$ cat src/rtl/sensor_offset_calibrator.sv
// Sensor offset calibrator.
// Runs the sensor, averages 2^LOG2_DEPTH sample sets per channel, latches the
// floored per-channel averages as offsets and flags channels whose offset
// magnitude exceeds LIMIT. A tick-based timeout bounds the collection window.
module sensor_offset_calibrator #(
  parameter int NCH           = 6,
  parameter int W             = 16,
  parameter int LOG2_DEPTH    = 6,
  parameter int TIMEOUT_TICKS = 3,
  parameter int LIMIT         = 4500
) (
  input  logic               clock,
  input  logic               reset,
  input  logic               start,
  input  logic               abort,
  input  logic               tick,
  input  logic               sample_valid,
  input  logic [NCH*W-1:0]   sample_data,
  output logic               sensor_start,
  output logic               sensor_reset,
  output logic               busy,
  output logic               done,
  output logic               error_timeout,
  output logic               error_range,
  output logic [NCH-1:0]     range_mask,
  output logic [NCH*W-1:0]   offsets
);

  // Accumulator width: a sum of 2^LOG2_DEPTH W-bit signed values always fits.
  localparam int AW    = W + LOG2_DEPTH;
  localparam int DEPTH = 1 << LOG2_DEPTH;
  localparam int CW    = LOG2_DEPTH + 1;
  localparam int TW    = $clog2(TIMEOUT_TICKS + 1);

  // Limits widened by two bits so that -LIMIT and +LIMIT are both representable
  // and the comparison against a sign-extended offset is exact.
  localparam logic signed [W+1:0] LIM_POS = (W+2)'(LIMIT);
  localparam logic signed [W+1:0] LIM_NEG = -LIM_POS;

  localparam logic [2:0] IDLE        = 3'd0;
  localparam logic [2:0] ARM         = 3'd1;
  localparam logic [2:0] FILL        = 3'd2;
  localparam logic [2:0] CHECK       = 3'd3;
  localparam logic [2:0] DONE        = 3'd4;
  localparam logic [2:0] ERR_TIMEOUT = 3'd5;
  localparam logic [2:0] ERR_RANGE   = 3'd6;

  logic [2:0]    state_reg, state_next;
  logic          sensor_start_reg, sensor_start_next;
  logic          sensor_reset_reg, sensor_reset_next;
  logic [CW-1:0] sample_cnt_reg, sample_cnt_next;
  logic [TW-1:0] tick_cnt_reg, tick_cnt_next;

  // Per-cycle strobes shared by every channel datapath.
  logic          start_accept;
  logic          acc_en;
  logic          latch_en;
  logic          last_sample;
  logic          timeout_hit;
  logic [NCH-1:0] mask_calc;

  // The final sample and the timeout-completing tick are detected
  // independently so that completion can win when both arrive together.
  assign last_sample = sample_valid && (sample_cnt_reg == CW'(DEPTH - 1));
  assign timeout_hit = tick && (tick_cnt_reg == TW'(TIMEOUT_TICKS - 1));

  // Next-state and control decode; abort overrides everything while busy.
  always_comb begin
    state_next        = state_reg;
    sensor_start_next = sensor_start_reg;
    sensor_reset_next = sensor_reset_reg;
    sample_cnt_next   = sample_cnt_reg;
    tick_cnt_next     = tick_cnt_reg;
    start_accept      = 1'b0;
    acc_en            = 1'b0;
    latch_en          = 1'b0;

    case (state_reg)
      IDLE, DONE, ERR_TIMEOUT, ERR_RANGE: begin
        if (start) begin
          state_next      = ARM;
          start_accept    = 1'b1;
          sample_cnt_next = '0;
          tick_cnt_next   = '0;
        end
      end

      ARM: begin
        if (abort) begin
          state_next        = IDLE;
          sensor_start_next = 1'b0;
          sensor_reset_next = 1'b1;
        end else begin
          state_next        = FILL;
          sensor_reset_next = 1'b0;
          sensor_start_next = 1'b1;
        end
      end

      FILL: begin
        if (abort) begin
          state_next        = IDLE;
          sensor_start_next = 1'b0;
          sensor_reset_next = 1'b1;
        end else begin
          if (sample_valid) begin
            acc_en          = 1'b1;
            sample_cnt_next = sample_cnt_reg + CW'(1);
          end
          if (tick) begin
            tick_cnt_next = tick_cnt_reg + TW'(1);
          end
          if (last_sample) begin
            state_next        = CHECK;
            sensor_start_next = 1'b0;
          end else if (timeout_hit) begin
            state_next        = ERR_TIMEOUT;
            sensor_start_next = 1'b0;
          end
        end
      end

      CHECK: begin
        if (abort) begin
          state_next        = IDLE;
          sensor_start_next = 1'b0;
          sensor_reset_next = 1'b1;
        end else begin
          latch_en   = 1'b1;
          state_next = (|mask_calc) ? ERR_RANGE : DONE;
        end
      end

      default: begin
        state_next        = IDLE;
        sensor_start_next = 1'b0;
        sensor_reset_next = 1'b1;
      end
    endcase
  end

  // Control state registers; reset parks the sensor in reset.
  always_ff @(posedge clock or posedge reset) begin
    if (reset) begin
      state_reg        <= IDLE;
      sensor_start_reg <= 1'b0;
      sensor_reset_reg <= 1'b1;
      sample_cnt_reg   <= '0;
      tick_cnt_reg     <= '0;
    end else begin
      state_reg        <= state_next;
      sensor_start_reg <= sensor_start_next;
      sensor_reset_reg <= sensor_reset_next;
      sample_cnt_reg   <= sample_cnt_next;
      tick_cnt_reg     <= tick_cnt_next;
    end
  end

  assign sensor_start  = sensor_start_reg;
  assign sensor_reset  = sensor_reset_reg;
  assign busy          = (state_reg == ARM) || (state_reg == FILL) || (state_reg == CHECK);
  assign done          = (state_reg == DONE);
  assign error_timeout = (state_reg == ERR_TIMEOUT);
  assign error_range   = (state_reg == ERR_RANGE);

  // One accumulate / average / range-check datapath per channel.
  for (genvar gi = 0; gi < NCH; gi++) begin : g_ch
    logic signed [W-1:0]  sample_s;
    logic signed [AW-1:0] acc_reg;
    logic signed [W-1:0]  offset_reg;
    logic signed [W-1:0]  offset_calc;
    logic signed [W+1:0]  offset_ext;
    logic                 mask_reg;

    assign sample_s = sample_data[gi*W +: W];

    // Dropping the low LOG2_DEPTH bits of a two's-complement sum is an
    // arithmetic shift, i.e. a floor toward minus infinity.
    assign offset_calc   = acc_reg[AW-1:LOG2_DEPTH];
    assign offset_ext    = {{2{offset_calc[W-1]}}, offset_calc};
    assign mask_calc[gi] = (offset_ext > LIM_POS) || (offset_ext < LIM_NEG);

    // Signed running sum of this channel's samples for the current run.
    always_ff @(posedge clock or posedge reset) begin
      if (reset) begin
        acc_reg <= '0;
      end else if (start_accept) begin
        acc_reg <= '0;
      end else if (acc_en) begin
        acc_reg <= acc_reg + {{LOG2_DEPTH{sample_s[W-1]}}, sample_s};
      end
    end

    // Averaged offset, kept across aborts, timeouts and new starts.
    always_ff @(posedge clock or posedge reset) begin
      if (reset) begin
        offset_reg <= '0;
      end else if (latch_en) begin
        offset_reg <= offset_calc;
      end
    end

    // Out-of-range flag, cleared when a new run starts.
    always_ff @(posedge clock or posedge reset) begin
      if (reset) begin
        mask_reg <= 1'b0;
      end else if (start_accept) begin
        mask_reg <= 1'b0;
      end else if (latch_en) begin
        mask_reg <= mask_calc[gi];
      end
    end

    assign offsets[gi*W +: W] = offset_reg;
    assign range_mask[gi]     = mask_reg;
  end

endmodule
$ cat config.mk
export PLATFORM = sky130hd
export DESIGN_NAME = sensor_offset_calibrator
export DESIGN_NICKNAME = d
export VERILOG_FILES = /design/src/rtl/sensor_offset_calibrator.sv
export SDC_FILE = /design/constraint.sdc
export NUM_CORES = 1
export LEC_CHECK = 0
export BUFFER_PORTS_ARGS = -buffer_cell sky130_fd_sc_hd__buf_4
export CAP_MARGIN = 10
export CORE_UTILIZATION = 54
export CTS_CLUSTER_DIAMETER = 120
export CTS_CLUSTER_SIZE = 8
export DETAILED_ROUTE_END_ITERATION = 12
export GPL_TIMING_DRIVEN = 0
export PLACE_DENSITY = 0.76
export SLEW_MARGIN = 0
export SYNTH_ARGS = -nofsm -noshare
export SYNTH_HDL_FRONTEND = slang
export SYNTH_SLANG_ARGS = --single-unit
$ cat constraint.sdc
create_clock -name clock -period 11.9 [get_ports clock]
set_input_delay 1.19 -clock clock [delete_from_list [all_inputs] [get_ports clock]]
set_output_delay 1.19 -clock clock [all_outputs]
set_load 0.1 [all_outputs]
Yosys cells after proc, flatten, opt, wreduce, memory -nomap -nowiden
Cells that the tools add are included.
{"block": "totals", "regBits": 248, "output_inout_bits": 108, "elab_cells": 136}
{"block": "classes", "addsub": 8, "order_cmp": 12, "eq_ne": 15, "mux": 55, "bitwise": 1, "reduce_logical": 22}
{"cell": "$mux W22", "count": 12}
{"cell": "$add A22 B22 Y22", "count": 6}
{"cell": "$gt A16 B14 Y1 const B", "count": 6}
{"cell": "$lt A16 B14 Y1 const B", "count": 6}
{"cell": "$mux W1", "count": 25}
{"cell": "$mux W7", "count": 3}
{"cell": "$mux W3", "count": 5}
{"cell": "$pmux W7 S2", "count": 1}
{"cell": "$pmux W3 S4", "count": 1}
{"cell": "$mux W2", "count": 5}
{"cell": "$ne A2 B2 Y1 const B", "count": 5}
{"cell": "$eq A3 B3 Y1 const B", "count": 3}
{"cell": "$logic_or A1 B1 Y1", "count": 8}
{"cell": "$reduce_and A4 Y1", "count": 2}
{"cell": "$add A7 B1 Y7 const B", "count": 1}
{"cell": "$eq A7 B6 Y1 const B", "count": 1}
{"cell": "$eq A3 B2 Y1 const B", "count": 2}
{"cell": "$reduce_bool A2 Y1", "count": 3}
{"cell": "$reduce_or A6 Y1", "count": 1}
{"cell": "$ne A4 B4 Y1 const B", "count": 1}
{"cell": "$pmux W1 S4", "count": 1}
{"cell": "$pmux W2 S2", "count": 1}
{"cell": "$reduce_and A2 Y1", "count": 2}
{"cell": "$reduce_or A4 Y1", "count": 1}
{"cell": "other kinds (10)", "count": 11}

Longest topological paths before layout
Gate-level depths: netlist of run 1.
{"block": "logic_depth", "word_depth": 6, "depth_mapped": 13, "ltp_nobuf": 13}

Worst setup path after synthesis of run 1
No wires, ideal clock.
{"block": "synth_path", "path_type": "input to register", "startpoint": "input port sample_data[0]", "endpoint": "register g_ch[0].acc_reg[20]", "setup_time_ns": 0.122, "arrival_time_ns": 3.427, "required_time_ns": 11.778, "setup_slack_ns": 8.352, "stages": 13, "path_cell_list": "ha_1 -> inv_1 -> fa_1 -> nor2b_1 -> o21ai_0 -> a21o_1 -> a211oi_1 -> o22a_1 -> o2111ai_1 -> a21oi_1 -> o21ai_0 -> a21o_1 -> a32o_1"}
{"block": "synth_via", "elab_chain_len": 3}
{"element": "from (decl)", "line": "18", "rtl": "input logic [NCH*W-1:0] sample_data,"}
{"element": "$add A22 B22 Y22", "line": "190", "rtl": "acc_reg <= acc_reg + {{LOG2_DEPTH{sample_s[W-1]}}, sample_s};"}
{"element": "$mux W22", "line": "189", "rtl": "end else if (acc_en) begin"}
{"element": "$mux W22", "line": "187", "rtl": "end else if (start_accept) begin"}
{"element": "to (signal assigned)", "line": "190"}
{"element": "to (decl)", "line": "169", "rtl": "logic signed [AW-1:0] acc_reg;"}
Every way passes these cells. The select of a mux whose other input is x is not followed.
A chain may end at the register's enable or synchronous reset.

Final worst setup path of run 1
{"block": "layout_path", "startpoint": "input port abort", "endpoint": "register g_ch[0].acc_reg[7]"}
{"block": "layout_via", "elab_chain_len": 3}
{"element": "from (decl)", "line": "15", "rtl": "input logic abort,"}
{"element": "$mux W1", "line": "101", "rtl": "if (abort) begin"}
{"element": "$mux W1", "line": "78", "rtl": "case (state_reg)"}
{"element": "$reduce_bool A2 Y1 (no source line)"}
Every way passes these cells.

==> key figures, run 1 <==
Status
  • Status: finished clean

Clocking
  • Clock sink count: about 250
  • Clock-pin slew of the registers on the worst-case setup and hold paths: 0.05 ns
  • CTS HTree Levels: 2
  • Clock Path Buffers: 3
  • Clk root buf: clkbuf_16
  • Later-pin clock latency in the skew report: 0.52 ns
  • Post-cts sizing count: 0
  • CTS tree: built
  • Postcts setup bufs: 0
  • Hold buffers post-CTS: 0
  • Num CTS Buffers: 36

Drt
  • Total Routed Length: 39,680 um
  • Drt pass-1 iters: 5
  • Via count: 12,920
  • DR WL/cell: 17.88 um
  • 1st-iter DRT viols: 867
  • Final ANT Viol Nets: 0
  • Avg Vias per Cell: 5.823
  • DR DRC count: 0

Synthesis
  • Post-synth EDFFs: 0
  • Post-synthesis area per instance: 9.731 sq um
  • Mapped Nets: 1,819
  • Async set or reset register ratio after synthesis: 1.000
  • Top cells by area, synth: dfrtp_1, ha_1, mux2_2, o21ai_0, nand2_1
  • Synth warnings: 0
  • Count leader, synth: dfrtp_1
  • Yosys reg bits: 248
  • Dominant synthesized flop cell: dfrtp_1
  • Largest area contributor in the netlist: dfrtp_1
  • Synth Instances: ~1,600
  • Most instantiated cells after synthesis: dfrtp_1, nand2_1, o21ai_0
  • Synth top area share: 0.4013
  • Cell Area, Synth: 15,400 sq um
  • Netlist cell types: 75
  • Sequential share of the synthesized area: 0.4030

STA
  • Hold Vio Cnt, Final: 0
  • Final setup skew: 0.01619 ns
  • FMAX: 269.6 MHz
  • Setup TNS: 0 ns
  • Rel. slew slack: 0.4068
  • Finish-stage setup viols: 0
  • RSZ-0062 raised after global routing: false
  • Fin crit period: 3.709 ns
  • Final Slew Violations: 0
  • Worst slew pin tran: 0.8897 ns
  • Fin crit share: 0.3117

Finish
  • Fillers: 2,300
  • Finished Layout Cells: ~2,200
  • Nets: 2,069
  • Layout cells sized above 1: 0.2033
  • P&R area growth vs syn: 20.00%
  • Max FFs per register: 132

Critical path
  • Crit end category: register
  • Critical path type: input pin to register
  • Worst setup SP type: input pin
  • Most frequent cell on the critical path: clkbuf_1
  • CP max stage cell: clkbuf_1
  • Critical path fanouts, max: 10
  • Worst EP required: 12.24 ns
  • Worst EP arrival: 4.05 ns
  • Crit path cell chain: buf_4 > nor2_1 > nand2_1 > nor2_1 > nand2_1 > clkbuf_1 > clkbuf_1 > clkbuf_1 > o21ai_0
  • CP max stage delay: ~0.66 ns

Placement
  • Port buffer count: 209
  • Placed Cells: 2,172
  • Post-detail-place hpwl: 28,450 um
  • Routability cong.: around 0.9

Floorplanning
  • Area of the die: just under 30,000 sq um
  • Die Span X: 170.9 um
  • Core area: roughly 28,000 sq um
  • Die H: 170.9 um
  • Row cnt: 61
  • Initial Util: 0.5514
  • I/O pins: 210

Global route
  • Initial antenna violation count: 2
  • First-pass GRT wire length: 64,450 um
  • GRT overflow: 0
  • Largest net degree at the start of global routing: 101
  • Total track usage: 0.2775
  • Number of global-route vias before repair: 12,760

Power and ir drop
  • Power Density: 299.4 nW/um^2
  • Max IR drop VDD: roughly 0.28 mV
  • Leakage power: 9.282 nW

Worst hold path
  • Hold/Removal Path Class: register to register

Job
  • Number of max-cap violations: 0
-- layer usage --
metal	track usage	share of wire	vias up
li1	-	-	6280
met1	0.3723	0.45	6221
met2	0.4598	0.47	355
met3	0.03979	0.055	65
met4	0.09356	0.026	0
met5	0	0	-
-- cells by family (layout without fill, tap and decap cells) --
kind of cell	after synthesis	in the layout	synth area share
AOI/OAI and AO/OA	494	494	0.2063
xor gates and xnor gates	102	102	0.05800
adders and majority gates	134	134	0.1118
buffers and inverters	103	360	0.02689
DFF	248	248	0.4030
muxes	100	100	0.07286
other	0	1	0
and+or+nand+nor	402	402	0.1212
-- critical path, delay by kind of cell --
family                 cells  cell delay (ns)
buffers and inverters      4             1.91
AND/OR/NAND/NOR            4             0.69
AO/OA/AOI/OAI              1             0.23
-- worst paths after layout --
path	start	endpoint	slack, ns	depth (start not counted)
worst max-delay path	abort	g_ch[0].acc_reg[7]	8.19	9
worst min-delay path	g_ch[4].acc_reg[5]	g_ch[4].acc_reg[5]	0.48	2
worst max register to register	state_reg[2]	g_ch[0].acc_reg[7]	8.45	8
worst min register to register	g_ch[4].acc_reg[5]	g_ch[4].acc_reg[5]	0.48	2
max in group asynchronous	reset	g_ch[5].acc_reg[12]	9.93	4
min in group asynchronous	reset	g_ch[2].acc_reg[14]	0.70	2
-- placed cells by master (no fill, tap or decap), types with 18 or more instances in the layout --
cell	instances
buf_4	217
inv_1	50
nand2b_1	20
ha_1	128
nand3_1	27
xor2_1	61
xnor2_1	41
clkbuf_16	37
a21o_1	54
o21ai_0	162
nor2_1	76
clkbuf_1	48
nor2b_1	18
nor3_1	19
dfrtp_1	247
a21oi_1	108
nand2_1	178
o21a_1	19
mux2_2	97
-- stage by stage --
stage	util	hold WS, ns	power [mW]	setup WS, ns	instance area, sq um
4_1_cts	0.6613	0.4860	5.551	8.183	18470
2_1_floorplan	-	0.4526	3.894	3.897	15400
6_report	0.6617	0.4826	5.533	8.191	18480
3_3_place_gp	0.6245	0.4666	4.545	1.100	17450
5_1_grt	0.6616	0.5115	5.849	7.997	18480
3_5_place_dp	0.6268	0.4748	4.609	7.695	17510
-- report_power, final --
part | internal [mW] | switching (mW)
clock network | 0.553 | 0.361
logic | 0.931 | 2.26
registers | 1.16 | 0.268
total | 2.65 | 2.89
-- layout make-up --
cell class	count	area (sq um)	area share
Inverter	51	198.9	0.01076
Timing Repair Buffer	212	1632	0.08827
Clock buffer	43	948.4	0.05131
Antenna cell	1	2.502	0.0001354
Clock inverter	2	17.52	0.0009477
Tap cell	378	473.0	0.02559
Buffer	52	222.7	0.01205
Multi-Input combinational cell	1232	8782	0.4751
Sequential cell	248	6207	0.3358
(Power assumes the default switching activity.)
==> inputs of run 2 (changes only) <==
Settings changed: ABC_AREA set to 1, PLACE_DENSITY 0.76 to 0.78.
Clock period 11.9 ns to 3.3 ns, I/O delays scaled along.
==> run 2 against run 1 <==
Clock power increased to 3.7 times the previous value. Critical endpoint is now g_ch[4].offset_reg[6]. Largest power group unchanged. First-iteration DRC count increased by 51%. Highest routed layer is now met5. Cell area increased by 13%. Global-route usage increased by 6.8 points.
==> key figures, run 2 <==
Floorplanning
  • Die Span X: 182.7 um
  • Die H: between 150 and 200 um
  • Initial Util: 0.5542
  • Area of the die: 33,360 sq um
  • Core area: between 30,000 and 40,000 sq um
  • I/O pins: 210
  • Row cnt: 65

Synthesis
  • Mapped Nets: 2,811
  • Dominant synthesized flop cell: dfrtp_1
  • Synth warnings: 0
  • Count leader, synth: nand2_1
  • Cell Area, Synth: 17,620 sq um
  • Netlist cell types: 43
  • Post-synthesis area per instance: 6.844 sq um
  • Top cells by area, synth: dfrtp_1, nand2_1, ha_1, o21ai_0, inv_1
  • Yosys reg bits: 248
  • Post-synth EDFFs: 0
  • Async set or reset register ratio after synthesis: 1.000
  • Synth top area share: 0.3507
  • Largest area contributor in the netlist: dfrtp_1
  • Synth Instances: 2,575
  • Sequential share of the synthesized area: 0.3522
  • Most instantiated cells after synthesis: nand2_1, inv_1, o21ai_0

Drt
  • DR DRC count: 0
  • DR WL/cell: 17.45 um
  • 1st-iter DRT viols: 1,306
  • Drt pass-1 iters: 6
  • Via count: 18,430
  • Final ANT Viol Nets: 0
  • Avg Vias per Cell: 5.625
  • Total Routed Length: 57,160 um

STA
  • Final Hold Slack: 0.1395 ns
  • FMAX: 375.7 MHz
  • Finish-stage setup viols: 0
  • RSZ-0062 raised after global routing: false
  • Worst slew pin tran: roughly 1.2 ns
  • Fin crit period: 2.662 ns
  • Fin crit share: 0.8065
  • Final Slew Violations: 0
  • Hold Vio Cnt, Final: 0
  • Final setup skew: 0.01597 ns
  • Rel. slew slack: 0.1799
  • Setup TNS: 0 ns

Clocking
  • Clock Path Buffers: 3
  • Clock sink count: 248
  • Hold buffers post-CTS: 1
  • CTS HTree Levels: 2
  • Clk root buf: clkbuf_16
  • Clock-pin slew of the registers on the worst-case setup and hold paths: 0.05 ns
  • Num CTS Buffers: 36
  • CTS tree: built
  • Postcts setup bufs: 0
  • Post-cts sizing count: 0
  • Later-pin clock latency in the skew report: ~0.53 ns

Critical path
  • Worst EP required: about 3.7 ns
  • Crit end category: register
  • Worst setup SP type: register
  • CP max stage cell: clkbuf_1
  • Critical path type: register to register
  • CP max stage delay: around 0.94 ns
  • Crit path cell chain: nand2_1 > nor2_1 > inv_2 > clkbuf_1 > clkbuf_1 > nand2_1 > o21ai_0
  • Critical path fanouts, max: 11
  • Worst EP arrival: 3.09 ns

Power and ir drop
  • Leakage power: 11.19 nW
  • Power Density: 986.6 nW/um^2
  • Max IR drop VDD: 0.8159 mV

Global route
  • First-pass GRT wire length: ~90,000 um
  • Largest net degree at the start of global routing: 42
  • Number of global-route vias before repair: between 15,000 and 20,000
  • Initial antenna violation count: 1
  • GRT overflow: 0
  • Total track usage: 0.3454

Finish
  • Layout cells sized above 1: 0.1071
  • Commonest non-fill, non-tap cells in the layout: nand2_1, inv_1, o21ai_0
  • Fillers: approximately 2,900
  • Finished Layout Cells: 3,276
  • P&R area growth vs syn: 18.46%
  • Nets: about 3,100
  • Max FFs per register: around 130
  • End-of-flow core utilization: 0.6565
  • Most common cell after layout, fill and taps aside: nand2_1

Placement
  • Post-detail-place hpwl: 43,580 um
  • Port buffer count: roughly 210
  • Routability cong.: 0.9825
  • Placed Cells: 3,226

Status
  • Status: finished clean

Worst hold path
  • Hold/Removal Path Class: input pin to register

Job
  • Number of max-cap violations: 0
run 2: changes by cell type in the layout (fill, tap and decap cells not counted), sizes merged, moves of 26 or more:
cell / delta
a21oi: +66
mux2: -97
o21ai: +99
buf: +29
xnor2: -34
nand4: +36
xor2: -47
nor2: +165
nand3: +100
a21o: -39
inv: +238
nand2: +648
o22ai: +26
run 2: routing by layer:
| metal | vias to the layer above | wire length [um] | GRT usage | share of wire |
|---|---|---|---|---|
| li1 | 8998 | - | - | - |
| met1 | 8593 | 24390 | 0.4433 | 0.43 |
| met2 | 693 | 26150 | 0.5684 | 0.46 |
| met3 | 141 | 4310 | 0.06625 | 0.075 |
| met4 | 2 | 2295 | 0.1462 | 0.040 |
| met5 | - | 12 | 0 | 0.00021 |
run 2: cell families after synthesis:
group	synth area share
buf+inv	0.07952
fa+ha+maj	0.09769
xor+xnor	0.01044
flops	0.3522
simple gates	0.2985
compound gates	0.1617
run 2: worst paths after layout:
path / startpoint / endpoint / slack (ns) / depth (start not counted)
min in group asynchronous: reset / g_ch[4].acc_reg[8] / 0.39 / 3
max reg2reg: state_reg[0] / g_ch[4].offset_reg[6] / 0.64 / 7
max in group asynchronous: reset / sensor_reset / 2.04 / 5
min: abort / sensor_start / 0.14 / 4
min reg2reg: g_ch[0].offset_reg[0] / g_ch[0].offset_reg[0] / 0.47 / 2
max: state_reg[0] / g_ch[4].offset_reg[6] / 0.64 / 7
run 2: where the power goes:
group          internal [mW]  switching, mW
Clock                   2.00           1.38
Combinational           3.19           8.94
Sequential              4.11          0.964
run 2: through the flow:
step / setup WS [ns] / area (sq um) / power, mW
3_3_place_gp: -1.864 / 19740 / 16.83
6_report: 0.6384 / 20880 / 20.60
4_1_cts: 0.7155 / 20870 / 20.52
2_1_floorplan: -0.2889 / 17630 / 13.87
5_1_grt: 0.4891 / 20870 / 21.94
3_5_place_dp: 0.7117 / 19890 / 17.04
run 2: cell type report:
class                   count  area [sq um]  share of cell area
clock buffers              45         955.9             0.04579
inverters                 290          1097             0.05256
plain buffers              59         307.8             0.01474
flip-flops and latches    248          6207              0.2973
repair buffers            217          1727             0.08271
multi-input cells        1978         10010              0.4797
diodes                      2         5.005           0.0002397
well taps                 435         544.3             0.02607
clock inverters             2         17.52           0.0008391
run 2: worst max-delay path, delay by kind of cell, from the launching register on:
family                 cells  cell delay [ns]
buffers and inverters      3             1.62
flip-flops                 1             0.42
AND/OR/NAND/NOR            3             0.39
AO/OA/AOI/OAI              1             0.11
==> inputs of run 3 (changes only) <==
Clock period 3.3 ns to 2.1 ns, I/O delays scaled along.
==> run 3 against run 2 <==
The flow now finishes with violations (setup timing). Register-to-register slack worse by 0.66 ns. Worst hold slack worse by 0.087 ns. Power up 63%. Count of clock-buffer cells in the layout down 1. Via count up 1.4%. Combinational power up 68%. Worst setup slack worse by 0.66 ns. Clock power up 54%. Global-route usage up 0.38 points. Cell count up 1.2%.
==> key figures, run 3 (same netlist as run 2, synthesis figures left out) <==
Status
  • Status: complete, but fails checks
  • Failing checks: setup timing

Critical path
  • Crit path max-delay family: adder cells
  • R2r endpoint: g_ch[1].acc_reg[16]
  • Worst setup SP type: register
  • Buf/Inv on CP: 3
  • Reg2reg path depth: 13
  • Worst EP arrival: 2.53 ns
  • Crit end category: register
  • Critical path fanouts, max: 3
  • Crit path cell chain: ha_2 > inv_2 > fa_2 > inv_2 > nand2_4 > o21ai_4 > buf_6 > a21o_1 > nand3b_1 > nand2_1 > nand2_1 > nand3_1 > nand2_1
  • Critical path origin: g_ch[1].acc_reg[0]
  • Worst EP required: 2.51 ns
  • Cell depth of the worst setup path: 13
  • CP max stage delay: about 0.4 ns
  • Most frequent cell on the critical path: nand2_1
  • R2r setup slk: -0.02 ns
  • Worst Setup EP: g_ch[1].acc_reg[16]
  • Critical path type: register to register
  • Critical R2R Launch: g_ch[1].acc_reg[0]
  • CP max stage cell: fa_2

Power and ir drop
  • Max IR drop VDD: 1.737 mV
  • Power Density: 1541 nW/um^2
  • Leakage power: 11.53 nW

Finish
  • Fillers: 2,763
  • P&R area growth vs syn: 23.56%
  • Most common cell after layout, fill and taps aside: nand2_1
  • Final antenna diode count: 0
  • Storage element area: 6210 sq um
  • End-of-flow core utilization: 0.6848
  • Commonest non-fill, non-tap cells in the layout: nand2_1, inv_1, buf_4
  • Area of the multi-input gates: approximately 11,000 sq um
  • Layout cells sized above 1: 0.1673
  • Nets: 3,109
  • Max FFs per register: 132

STA
  • FMAX: 471.9 MHz
  • Final setup skew: roughly 0.019 ns
  • Post-route worst setup slack: -0.01916 ns
  • RSZ-0062 raised after global routing: true
  • Worst slew pin tran: 0.9955 ns
  • Hold Vio Cnt, Final: 0
  • Final Slew Violations: 0
  • Fin crit share: 1.009
  • Fin crit period: 2.119 ns
  • Final Hold Slack: roughly 0.052 ns
  • Finish-stage setup viols: 1
  • Rel. slew slack: 0.3363

Floorplanning
  • Die H: 182.7 um
  • Initial Util: 0.5542
  • Core area: 31,800 sq um
  • Die Span X: 182.7 um
  • Area of the die: 33,360 sq um
  • I/O pins: 210
  • Row cnt: 65

Worst hold path
  • Worst Hold Launch: abort
  • Hold/Removal Path Class: input pin to register

Drt
  • DR DRC count: 0
  • Final ANT Viol Nets: 0
  • DR WL/cell: ~18 um
  • Avg Vias per Cell: 5.634
  • 1st-iter DRT viols: 1,239
  • Via count: 18,680
  • Drt pass-1 iters: 6
  • Total Routed Length: ~60,000 um

Clocking
  • Clock-pin slew of the registers on the worst-case setup and hold paths: 0.05 ns
  • Clock sink count: between 200 and 250
  • Clk root buf: clkbuf_16
  • Clock Path Buffers: 3
  • CTS tree: built
  • Later-pin clock latency in the skew report: 0.52 ns
  • CTS HTree Levels: 2
  • Num CTS Buffers: 36

Placement
  • Routability cong.: 0.9606
  • Post-detail-place hpwl: 43,870 um
  • Port buffer count: 209
  • DP Worst Slack: -0.4467 ns

Global route
  • GR Util met1: 0.4430
  • Total track usage: 0.3491
  • Initial antenna violation count: 1
  • Met2 GRT Util: 0.5843
  • Largest net degree at the start of global routing: 43
  • GR Util met3: 0.06625
  • First-pass GRT wire length: slightly above 90,000 um
  • Number of global-route vias before repair: 18,090
  • Busiest grt layer: met2
  • GRT overflow: 0

Job
  • Number of max-cap violations: 0
## run 3: final cells by class
type / instances / area share
multi-input cells: 1978 / 0.4853
flip-flops and latches: 248 / 0.2852
repair buffers: 261 / 0.09389
inverters: 290 / 0.05062
clock buffers: 44 / 0.04275
well taps: 435 / 0.02500
plain buffers: 58 / 0.01609
clock inverters: 2 / 0.001149
## run 3: what timing repair did
| item | 4_1_cts | 5_1_grt |
|---|---|---|
| setup endpoints to repair | 166 | 208 |
| gates resized for setup | 60 | 154 |
| endpoints found under the hold margin | 24 | 0 |
| hold buffers | 1 | 0 |
| gates cloned | 0 | 0 |
| pin swaps | 5 | 31 |
| setup buffers | 9 | 36 |
## run 3: report_power, final
group	internal, mW	total [mW]	switching, mW
Combinational	5.67	20.3	14.6
Sequential	6.47	8.02	1.55
Clock	3.08	5.22	2.14
## run 3: worst min-delay path by stage
stage | end | cells past startpoint
floorplan | sample_cnt_reg[3] | 3
global placement | g_ch[3].offset_reg[6] | 2
detailed placement | g_ch[5].offset_reg[14] | 2
CTS | sensor_start | 4
global route | g_ch[2].acc_reg[0] | 3
finish | sensor_start | 4
## run 3: per-stage QoR
step | power [mW] | TNS, ns | area [sq um] | cells
2_1_floorplan | 21.80 | -338.63 | 17630 | 2575
3_3_place_gp | 26.50 | -745.23 | 19750 | 3219
3_5_place_dp | 26.85 | -41.42 | 19870 | 3225
4_1_cts | 32.43 | -0.0007316 | 21020 | 3280
5_1_grt | 35.67 | -1.208 | 21770 | 3316
6_report | 33.56 | -0.01916 | 21770 | 3316
## run 3: tightest hold or removal path, cell delays in order
cell and delay, ns:
buf_4 0.10, nor2_1 0.04, inv_1 0.08, o21ai_0 0.08
## run 3: layer usage
metal / vias up / wire length, um
li1: 9084 / -
met1: 8765 / 24580
met2: 692 / 27730
met3: 138 / 4434
met4: 2 / 2416
met5: - / 13
